### config.mk
export PLATFORM = sky130hd
export DESIGN_NAME = prince_round_ctrl_flat
export DESIGN_NICKNAME = d
export VERILOG_FILES = /design/src/rtl/prince_round_ctrl_pkg.sv /design/src/rtl/prince_round_ctrl_if.sv /design/src/rtl/prince_round_ctrl_rnd_cnt.sv /design/src/rtl/prince_round_ctrl.sv /design/src/flat_wrapper.sv
export SDC_FILE = /design/constraint.sdc
export NUM_CORES = 1
export LEC_CHECK = 0
export BUFFER_PORTS_ARGS = -buffer_cell sky130_fd_sc_hd__buf_2
export CELL_PAD_IN_SITES_DETAIL_PLACEMENT = 1
export CELL_PAD_IN_SITES_GLOBAL_PLACEMENT = 2
export CORE_MARGIN = 2
export CORE_UTILIZATION = 25
export DETAILED_ROUTE_END_ITERATION = 6
export GPL_TIMING_DRIVEN = 0
export PLACE_DENSITY_LB_ADDON = 0.1
export SLEW_MARGIN = 10
export SYNTH_ARGS = -nofsm -noshare
export SYNTH_HDL_FRONTEND = slang
export SYNTH_HIERARCHICAL = 1
export SYNTH_SLANG_ARGS = --single-unit
### constraint.sdc
create_clock -name clk -period 2 [get_ports clk]
set_input_delay 0.1 -clock clk [delete_from_list [all_inputs] [get_ports clk]]
set_output_delay 0.1 -clock clk [all_outputs]
set_load 0.1 [all_outputs]
### src/rtl/prince_round_ctrl_pkg.sv
// Shared definitions for the Prince round-sequencing controller.
//   state_e          : controller phases IDLE / FWD / MID / BWD
//   SEL_FWD/MID/BWD  : values driven on the datapath phase select `s`
//   cnt_width()      : width of the round index for a given highest index R
package prince_pkg;

  typedef enum logic [1:0] {
    IDLE = 2'd0,
    FWD  = 2'd1,
    MID  = 2'd2,
    BWD  = 2'd3
  } state_e;

  localparam logic [1:0] SEL_FWD = 2'b11;
  localparam logic [1:0] SEL_MID = 2'b10;
  localparam logic [1:0] SEL_BWD = 2'b00;

  // Bits needed to hold round indices 0..r; never less than one.
  function automatic int cnt_width(input int r);
    return (r < 1) ? 1 : $clog2(r + 1);
  endfunction

endpackage

### src/rtl/prince_round_ctrl_if.sv
// Handshake bundle between the requester and the round controller.
//   st, dec_i     : start strobe and mode (requester -> controller)
//   hold          : freeze, only with PRINCE_ROUND_CTRL_HOLD_EN defined
//   act, s, cnt   : datapath active, phase select, first round index
//   dec, done     : latched mode, one-cycle completion pulse
// Modports: master = requester side, slave = controller side.
interface prince_round_ctrl_if #(
  parameter int CW = 3
) ();

  logic          st;
  logic          dec_i;
`ifdef PRINCE_ROUND_CTRL_HOLD_EN
  logic          hold;
`endif
  logic          act;
  logic [1:0]    s;
  logic [CW-1:0] cnt;
  logic          dec;
  logic          done;

  modport master (
    output st, dec_i,
`ifdef PRINCE_ROUND_CTRL_HOLD_EN
    output hold,
`endif
    input  act, s, cnt, dec, done
  );

  modport slave (
    input  st, dec_i,
`ifdef PRINCE_ROUND_CTRL_HOLD_EN
    input  hold,
`endif
    output act, s, cnt, dec, done
  );

endinterface

### src/rtl/prince_round_ctrl_rnd_cnt.sv
// prince_rnd_cnt: loadable up/down round counter stepping by U.
//   clk, rst : clock, synchronous active-high reset (clears to 0)
//   ld       : load ld_val (priority over up/dn)
//   up, dn   : step by +U / -U
//   cnt      : current round index
//   at_top   : cnt + U > R, the forward phase ends this cycle
//   at_zero  : cnt == 0, the backward phase ends this cycle
module prince_rnd_cnt #(
  parameter int R  = 4,
  parameter int U  = 1,
  parameter int CW = 3
) (
  input  logic          clk,
  input  logic          rst,
  input  logic          ld,
  input  logic [CW-1:0] ld_val,
  input  logic          up,
  input  logic          dn,
  output logic [CW-1:0] cnt,
  output logic          at_top,
  output logic          at_zero
);

  // One extra bit so cnt + U cannot overflow when U equals R+1.
  assign at_top  = ({1'b0, cnt} + (CW + 1)'(U)) > (CW + 1)'(R);
  assign at_zero = (cnt == '0);

  // NOTE: state is written with non-blocking assignments so every register
  // samples the pre-edge values of its neighbours.
  always_ff @(posedge clk) begin
    if (rst)     cnt <= '0;
    else if (ld) cnt <= ld_val;
    else if (up) cnt <= cnt + CW'(U);
    else if (dn) cnt <= cnt - CW'(U);
  end

endmodule

### src/rtl/prince_round_ctrl.sv
// prince_round_ctrl: sequences the round-based Prince datapath through a
// forward phase (indices 0..R, U per clock), one middle cycle and a backward
// phase (R+1-U down to 0), then pulses done for one cycle.
//   clk, rst : clock, synchronous active-high reset
//   bus      : prince_round_ctrl_if.slave (st, dec_i, [hold], act, s, cnt,
//              dec, done)
// Optional: define PRINCE_ROUND_CTRL_HOLD_EN to add the hold/freeze input.
module prince_round_ctrl
  import prince_pkg::*;
#(
  parameter int R  = 4,
  parameter int U  = 1,
  parameter int CW = cnt_width(R)
) (
  input  logic                clk,
  input  logic                rst,
  prince_round_ctrl_if.slave  bus
);

  if (U < 1 || ((R + 1) % U) != 0) begin : g_bad_cfg
    $error("prince_round_ctrl: (R+1) must be a positive multiple of U");
  end

  // U == R+1 skips the forward state entirely, so U may not fit in CW bits.
  localparam logic [CW-1:0] FWD_START = (U == R + 1) ? '0 : CW'(U);
  localparam logic [CW-1:0] BWD_START = CW'(R + 1 - U);
  localparam state_e        ST_NEXT   = (U == R + 1) ? MID : FWD;

  state_e        state_q, state_d;
  logic [CW-1:0] cnt_q, cnt_o, ld_val;
  logic          ld, up, dn, at_top, at_zero;
  logic          done_set, done_q, dec_q, hold_w, act_o;
  logic [1:0]    sel_o;

`ifdef PRINCE_ROUND_CTRL_HOLD_EN
  assign hold_w = bus.hold;
`else
  assign hold_w = 1'b0;
`endif

  prince_rnd_cnt #(.R(R), .U(U), .CW(CW)) u_cnt (
    .clk     (clk),
    .rst     (rst),
    .ld      (ld),
    .ld_val  (ld_val),
    .up      (up),
    .dn      (dn),
    .cnt     (cnt_q),
    .at_top  (at_top),
    .at_zero (at_zero)
  );

  // NOTE: every signal gets a default before the case so no path leaves a
  // value unassigned, which would otherwise infer a latch.
  always_comb begin
    state_d  = state_q;
    ld       = 1'b0;
    ld_val   = '0;
    up       = 1'b0;
    dn       = 1'b0;
    done_set = 1'b0;
    act_o    = 1'b0;
    sel_o    = SEL_BWD;
    cnt_o    = '0;

    unique case (state_q)
      IDLE: ;
      FWD: begin
        act_o = 1'b1;
        sel_o = SEL_FWD;
        cnt_o = cnt_q;
        if (at_top) state_d = MID;
        else        up      = 1'b1;
      end
      MID: begin
        act_o   = 1'b1;
        sel_o   = SEL_MID;
        state_d = BWD;
        ld      = 1'b1;
        ld_val  = BWD_START;
      end
      BWD: begin
        act_o = 1'b1;
        cnt_o = cnt_q;
        if (at_zero) begin
          state_d  = IDLE;
          done_set = 1'b1;
        end else begin
          dn = 1'b1;
        end
      end
      default: state_d = IDLE;
    endcase

    // Freeze: outputs keep showing the held state, nothing advances.
    if (hold_w) begin
      state_d  = state_q;
      ld       = 1'b0;
      up       = 1'b0;
      dn       = 1'b0;
      done_set = 1'b0;
    end

    // Start or restart from any state; the aborted run never reports done.
    if (bus.st) begin
      act_o    = 1'b1;
      sel_o    = SEL_FWD;
      cnt_o    = '0;
      state_d  = ST_NEXT;
      ld       = 1'b1;
      ld_val   = FWD_START;
      up       = 1'b0;
      dn       = 1'b0;
      done_set = 1'b0;
    end

    if (rst) begin
      act_o    = 1'b0;
      sel_o    = SEL_BWD;
      cnt_o    = '0;
      state_d  = IDLE;
      done_set = 1'b0;
    end
  end

  always_ff @(posedge clk) begin
    if (rst) begin
      state_q <= IDLE;
      dec_q   <= 1'b0;
      done_q  <= 1'b0;
    end else begin
      state_q <= state_d;
      done_q  <= done_set;
      if (bus.st) dec_q <= bus.dec_i;
    end
  end

  assign bus.act  = act_o;
  assign bus.s    = sel_o;
  assign bus.cnt  = cnt_o;
  assign bus.dec  = dec_q;
  assign bus.done = done_q;

endmodule

### src/flat_wrapper.sv
// flat-port wrapper written by rule: the top's interface ports become plain ports
module prince_round_ctrl_flat import prince_pkg::*;
#(
  parameter int R  = 4,
  parameter int U  = 1,
  parameter int CW = cnt_width(R)
)
  (clk, rst, bus_st, bus_dec_i, bus_act, bus_s, bus_cnt, bus_dec, bus_done);
  prince_round_ctrl_if #(.CW(CW)) bus_i ();
  input  logic clk;
  input  logic rst;
  input wire logic [$bits(bus_i.st)-1:0] bus_st;
  input wire logic [$bits(bus_i.dec_i)-1:0] bus_dec_i;
  output wire logic [$bits(bus_i.act)-1:0] bus_act;
  output wire logic [$bits(bus_i.s)-1:0] bus_s;
  output wire logic [$bits(bus_i.cnt)-1:0] bus_cnt;
  output wire logic [$bits(bus_i.dec)-1:0] bus_dec;
  output wire logic [$bits(bus_i.done)-1:0] bus_done;
  assign bus_i.st = bus_st;
  assign bus_i.dec_i = bus_dec_i;
  assign bus_act = bus_i.act;
  assign bus_s = bus_i.s;
  assign bus_cnt = bus_i.cnt;
  assign bus_dec = bus_i.dec;
  assign bus_done = bus_i.done;
  prince_round_ctrl #(.R(R), .U(U), .CW(CW)) u_core (.clk(clk), .rst(rst), .bus(bus_i));
endmodule
# ---- Word-level counts from Yosys, hierarchy flattened
# Index checks and enable logic that the tools add are counted.
dict set report classes {
  reduce_logical 10
  addsub 3
  magnitude_cmp 1
  n_eq_ne 7
  n_bitwise 1
  n_mux 27
}
# op count
set ops {}
lappend ops {{3-bit two-way mux} 8}
lappend ops {{1-bit two-way mux} 13}
lappend ops {{2-bit two-way mux} 4}
lappend ops {{3-bit by 2-bit != test with 1-bit output, second input constant} 2}
lappend ops {{2-bit one-hot mux with 3 select lines} 1}
lappend ops {{3-bit AND reduction} 2}
lappend ops {{3-bit nonzero test} 2}
lappend ops {{3-bit OR reduction} 2}
lappend ops {{3-bit by 1-bit adder with 4-bit output, second input constant} 1}
lappend ops {{2-bit equality test, second input constant} 2}
lappend ops {{4-bit by 3-bit greater-than comparator with 1-bit output, second input constant} 1}
lappend ops {{2-bit by 1-bit != test with 1-bit output, second input constant} 2}
lappend ops {{2-bit one-hot mux with 2 select lines} 1}
lappend ops {{4-bit nonzero test} 1}
lappend ops {{2-bit OR reduction} 2}
lappend ops {{3-bit by 1-bit adder with 3-bit output, second input constant} 1}
lappend ops {{3-bit zero test} 1}
lappend ops {{3-bit by 1-bit subtractor with 3-bit output, second input constant} 1}
lappend ops {{2-bit by 1-bit equality test with 1-bit output, second input constant} 1}
lappend ops {{1-bit NOT} 1}
dict set report totals {
  in_bits 4
  elab_cells 54
  output_inout_bits 8
  reg_bits 7
}

# ---- Longest topological paths before layout
dict set report depth {
  ltp_word 7
  depth_mapped 9
  depth_no_buf 9
}

# ---- Hierarchy
# The synthesis kept the hierarchy.
# mod seq_area_each_um2 instances area_each_um2 cells_per_inst
set modules_own_cells {}
lappend modules_own_cells {prince_round_ctrl 80.1 1 342.8 43}
lappend modules_own_cells {prince_rnd_cnt 60.1 1 210.2 24}

# ---- Worst setup path after synthesis
# Ideal clock, no wire load.
dict set report synth_timing {
  path_type {register to output}
  startpoint {register u_core.state_q[0]}
  endpoint {output port bus_act}
  path_slack_ps -278
  t_arrival_ps 2178
  path_stages_with_launch 4
  path_cell_list {dfxtp_1 > inv_1 > ha_1 > a21oi_1}
}
dict set report synth_via {
  elab_chain_cells 5
  elab_cells_between_ends 7
  cone_classes {eq/ne (3); mux (3); reduce/logical (1)}
}
# item line
set synth_lines {}
lappend synth_lines {{start, declared} prince_round_ctrl.sv:29} ;# state_e state_q, state_d;
lappend synth_lines {{start signal, assigned} prince_round_ctrl.sv:132} ;# state_q <= state_d;
lappend synth_lines {{2-bit equality test or 2-bit by 1-bit equality test with 1-bit output (tied branches)} prince_round_ctrl.sv:66} ;# unique case (state_q)
lappend synth_lines {{3-bit OR reduction (no line) (*)} -}
lappend synth_lines {{1-bit two-way mux (*)} prince_round_ctrl.sv:66}
lappend synth_lines {{1-bit two-way mux (*)} prince_round_ctrl.sv:105} ;# if (bus.st) begin
lappend synth_lines {{1-bit two-way mux (*)} prince_round_ctrl.sv:117} ;# if (rst) begin
lappend synth_lines {{end, declared} flat_wrapper.sv:14} ;# output wire logic [$bits(bus_i.act)-1:0] bus_act;
# Mark *: on every way between the ends. The rest lies on a longest branch, timed or not.

# ---- Worst setup path after layout
dict set report layout_timing {
  startpoint {register u_core.state_q[1]}
  endpoint {register u_core.u_cnt.cnt[2]}
}
dict set report layout_via {
  elab_chain_cells 5
  elab_cells_between_ends 14
  cone_classes {eq/ne (3); mux (10); reduce/logical (1)}
}
# item line
set layout_lines {}
lappend layout_lines {{2-bit by 1-bit equality test with 1-bit output (*)} prince_round_ctrl.sv:66}
lappend layout_lines {{1-bit two-way mux (*)} prince_round_ctrl.sv:66}
lappend layout_lines {{1-bit two-way mux (*)} prince_round_ctrl.sv:105}
lappend layout_lines {{named net u_core.up} prince_round_ctrl.sv:31} ;# logic ld, up, dn, at_top, at_zero;
lappend layout_lines {{3-bit two-way mux} prince_round_ctrl_rnd_cnt.sv:33} ;# else if (up) cnt <= cnt + CW'(U);
lappend layout_lines {{3-bit two-way mux} prince_round_ctrl_rnd_cnt.sv:32} ;# else if (ld) cnt <= ld_val;
lappend layout_lines {{end signal, assigned} prince_round_ctrl_rnd_cnt.sv:32}
lappend layout_lines {{end signal, assigned} prince_round_ctrl_rnd_cnt.sv:33}
lappend layout_lines {{end signal, assigned} prince_round_ctrl_rnd_cnt.sv:34} ;# else if (dn) cnt <= cnt - CW'(U);
lappend layout_lines {{end, declared} prince_round_ctrl_rnd_cnt.sv:19} ;# output logic [CW-1:0] cnt,
# Mark *: on every way through the listed nets, which the timed path passes. The rest lies on a longest branch.
# A chain may end at the register's enable or synchronous reset.

==> metrics.md <==
| Metric | Value |
|---|---|
| Netlist cell types | `28` |
| Simple-gate share of the synthesized area | `between 30% and 40%` |
| First-pass GRT wire length | `~2200 um` |
| Yosys reg bits | `7` |
| Area Growth Syn to Fin | `33.0%` |
| Critical path class | `flip-flop to flip-flop` |
| Critical path required time | `about 2.2 ns` |
| Initial Util | `between 20% and 30%` |
| Mapped cell area | `553 um^2` |
| Fmax | `~0.52 GHz` |
| Hold_buf cts | `0` |
| Final Setup Violations | `0` |
| Routability cong. | `roughly 0.7` |
| Routed WL per cell | `around 12 um` |
| Sequential fraction of the synthesis area | `25.3%` |
| Worst-path cell chain | `inv_4, ha_4, nand2b_4, nor2_4, inv_2, fa_2, or3b_1, nand2b_4, a31oi_2` |
| Core Area | `~0.0021 mm^2` |
| CP Capture Point | `u_core/u_cnt/cnt[2]` |
| Die Ht | `between 50 and 60 um` |
| Crit path max fanout | `4` |
| Die footprint | `around 0.0026 mm^2` |
| Remaining DRCs | `0` |
| Storage element area | `~150 um^2` |
| Min cycle time layout | `just under 2 ns` |
| Layout Skew | `~0.002 ns` |
| Nature of the critical path startpoint | `flip-flop` |
| I/O pin total | `12` |
| Fin nets | `96` |
| Synth Area in XOR/XNOR | `0%` |
| WL final | `1320 um` |
| Die extent in x | `51.0 um` |
| Initial antenna violation count | `0` |
| Worst Reg-to-Reg Cells | `9` |
| CTS tree | `built` |
| Synth warn | `6` |
| Routed vias/inst | `between 4 and 5` |
| Vias in the first global route | `505` |
| Cell Pwr Density | `603 mW/mm^2` |
| Vias after detailed routing | `between 500 and 600` |
| DRT Pass-1 Iters | `2` |
| Post-Syn Nets | `between 70 and 80` |
| H-tree Lvls | `1` |
| Antenna diodes | `0` |
| Clk root buf | `clkbuf_4` |
| FF-to-FF Start | `u_core/state_q[1]` |
| DP HPWL | `approximately 1000 um` |
| Post-synthesis mux area share | `1.81%` |
| Pre-CTS setup slack | `-0.155 ns` |
| Worst vdd ir | `approximately 0.33 mV` |
| Worst-Margin Slew | `roughly 0.55 ns` |
| GR Overflow Total | `0` |
| Area taken by multi-input logic gates | `slightly above 400 um^2` |
| Port Buffers | `11` |
| Crit path largest cell delay | `approximately 0.40 ns` |
| Total CTS buffers | `3` |
| Tot Pwr | `roughly 0.44 mW` |
| Clock sink count | `7` |
| # Max-Cap Violations | `0` |
| Routed Antenna Nets | `0` |
| Status | `finished, final reports clean` |
| Clk_lat worst skew | `between 0.2 and 0.3 ns` |
| Synth Area in Compound Gates | `between 10% and 20%` |
| Filler cells | `270` |
| Hold Crit Class | `input pin to flip-flop` |
| Data arrival, critical path | `2.11 ns` |
| Clock transition at the registers of the reported paths | `roughly 0.060 ns` |
| Final worst-path cycle share | `slightly below 100%` |
| Worst R2R Setup Slack | `a little over 0.07 ns` |
| Iteration-0 DRC count of the detailed router | `1` |
| Slowest-stage cell, CP | `fa_2` |
| Overall routing resource usage | `between 10% and 20%` |
| Adder-cell area share of the yosys netlist | `around 17%` |
| Slew margin rel. | `between 60% and 70%` |
| Rows | `17` |
| Most common cell on crit path | `nand2b_4` |
| Final hold vios | `0` |
| Final setup margin | `about 0.071 ns` |
| Avg Cell Area, Syn | `about 8.3 um^2` |
| Largest net degree at the start of global routing | `11` |
| Worst R2R End | `u_core/u_cnt/cnt[2]` |
| Max-slew violation count | `0` |
| CP Capture Type | `flip-flop` |
| CTS Buffer Depth | `2` |
| Lkg Pwr | `between 0.3 and 0.4 nW` |
| Post-synthesis cell count | `67` |
| Share of cells above drive strength 1 | `between 30% and 40%` |
| Largest family of logic cells by synthesized area | `simple AND/OR/NAND/NOR gates` |
| Crit. Startpoint | `u_core/state_q[1]` |
metrics by stage:
| step | hold WS [ns] | instances | area (um^2) | TNS [ns] | util, % |
|---|---|---|---|---|---|
| final | 0.0981 | 112 | 736 | 0 | 34.2 |
| after global routing | 0.121 | 112 | 736 | -0.00761 | 34.2 |
| after CTS | 0.0875 | 112 | 703 | -0.00166 | 32.7 |
| after detailed placement | 0.365 | 106 | 661 | -0.155 | 30.8 |
| after global placement | 0.340 | 106 | 661 | -0.150 | 30.8 |
| after floorplan | 0.162 | 67 | 571 | 0 | - |
synthesized netlist by cell type:
master	n	area, um^2
or2_2	1	6.26
or3b_1	3	26.3
o21ai_0	1	5.00
buf_6	1	11.3
dfxtp_1	7	140
nor2_1	10	37.5
a21oi_1	2	10.0
clkbuf_1	1	3.75
o31ai_1	1	7.51
ha_1	6	75.1
nor3_1	4	20.0
nor2b_1	4	25.0
and2_1	3	18.8
inv_1	5	18.8
a211oi_1	1	7.51
a31oi_1	2	12.5
nand2b_1	1	6.26
mux2i_1	1	10.0
fa_1	1	20.0
nand4b_1	1	8.76
o21a_1	2	15.0
nand2_1	2	7.51
and3_1	1	6.26
a31oi_2	1	12.5
conb_1	1	3.75
nor3b_1	2	15.0
a32oi_1	1	8.76
nand2b_4	1	13.8
power by group:
group	switching, mW	internal [mW]
logic	0.104	0.0489
clock network	0.0551	0.0763
registers	0.0117	0.148
worst min-delay path by stage:
stage	to	from	slack (ns)	depth (start not counted)
after detailed placement	u_core/bus.dec	bus_dec_i	0.36	3
after global placement	u_core/bus.dec	bus_dec_i	0.34	3
after floorplan	u_core/state_q[0]	rst	0.16	1
after CTS	u_core/bus.dec	bus_dec_i	0.09	3
final	u_core/bus.dec	bus_dec_i	0.1	3
after global routing	u_core/bus.dec	bus_dec_i	0.12	3
kinds of logic after synthesis:
group,after synthesis
AOI/OAI and AO/OA,11
adders and majority gates,7
muxes,1
other,1
and+or+nand+nor,33
buffers and inverters,7
DFF,7
cells in the final DEF, fill, tap and decap left out, types with 2 or more instances in the layout:
master,count
buf_2,8
nor2_1,8
clkbuf_4,6
ha_1,5
dfxtp_1,5
nor3_1,4
nor2b_1,4
inv_1,3
and2_1,3
or3b_1,3
clkbuf_1,2
nor3b_1,2
nand2b_4,2
a31oi_1,2
o21a_1,2
buf_4,2
nand2_1,2
timing repair:
action	CTS	global route
buffers inserted	2	0
endpoints found under the setup margin	1	4
pin swaps	1	1
resized for setup	1	8
final cells by class:
class	count	area share, %
Buffer	2	2.04
Clock buffer	4	3.57
Inverter	5	2.89
Multi-Input combinational cell	53	56.5
Sequential cell	7	19.7
Tap cell	28	4.76
Timing Repair Buffer	13	10.5
routing by layer:
layer | global-route usage [%] | wire length [um]
met4 | 2.70 | 0
met5 | 0 | 0
met1 | 13.1 | 625
met3 | 5.26 | 43
met2 | 19.9 | 650
worst max-delay path, delay by kind of cell (launching register included):
kind                       cells  cell delay [ns]
AOI/OAI and AO/OA              1             0.14
DFF                            1             0.35
buffers and inverters          2             0.13
and+or+nand+nor                4             0.71
adders and majority gates      2             0.54
sequential cells by signal (all words and copies together), names as in the netlist:
signal            cells
u_core/bus.dec        1
u_core/state_q        2
u_core/bus.done       1
u_core/u_cnt/cnt      3
Power figures use the tool's default switching activity.
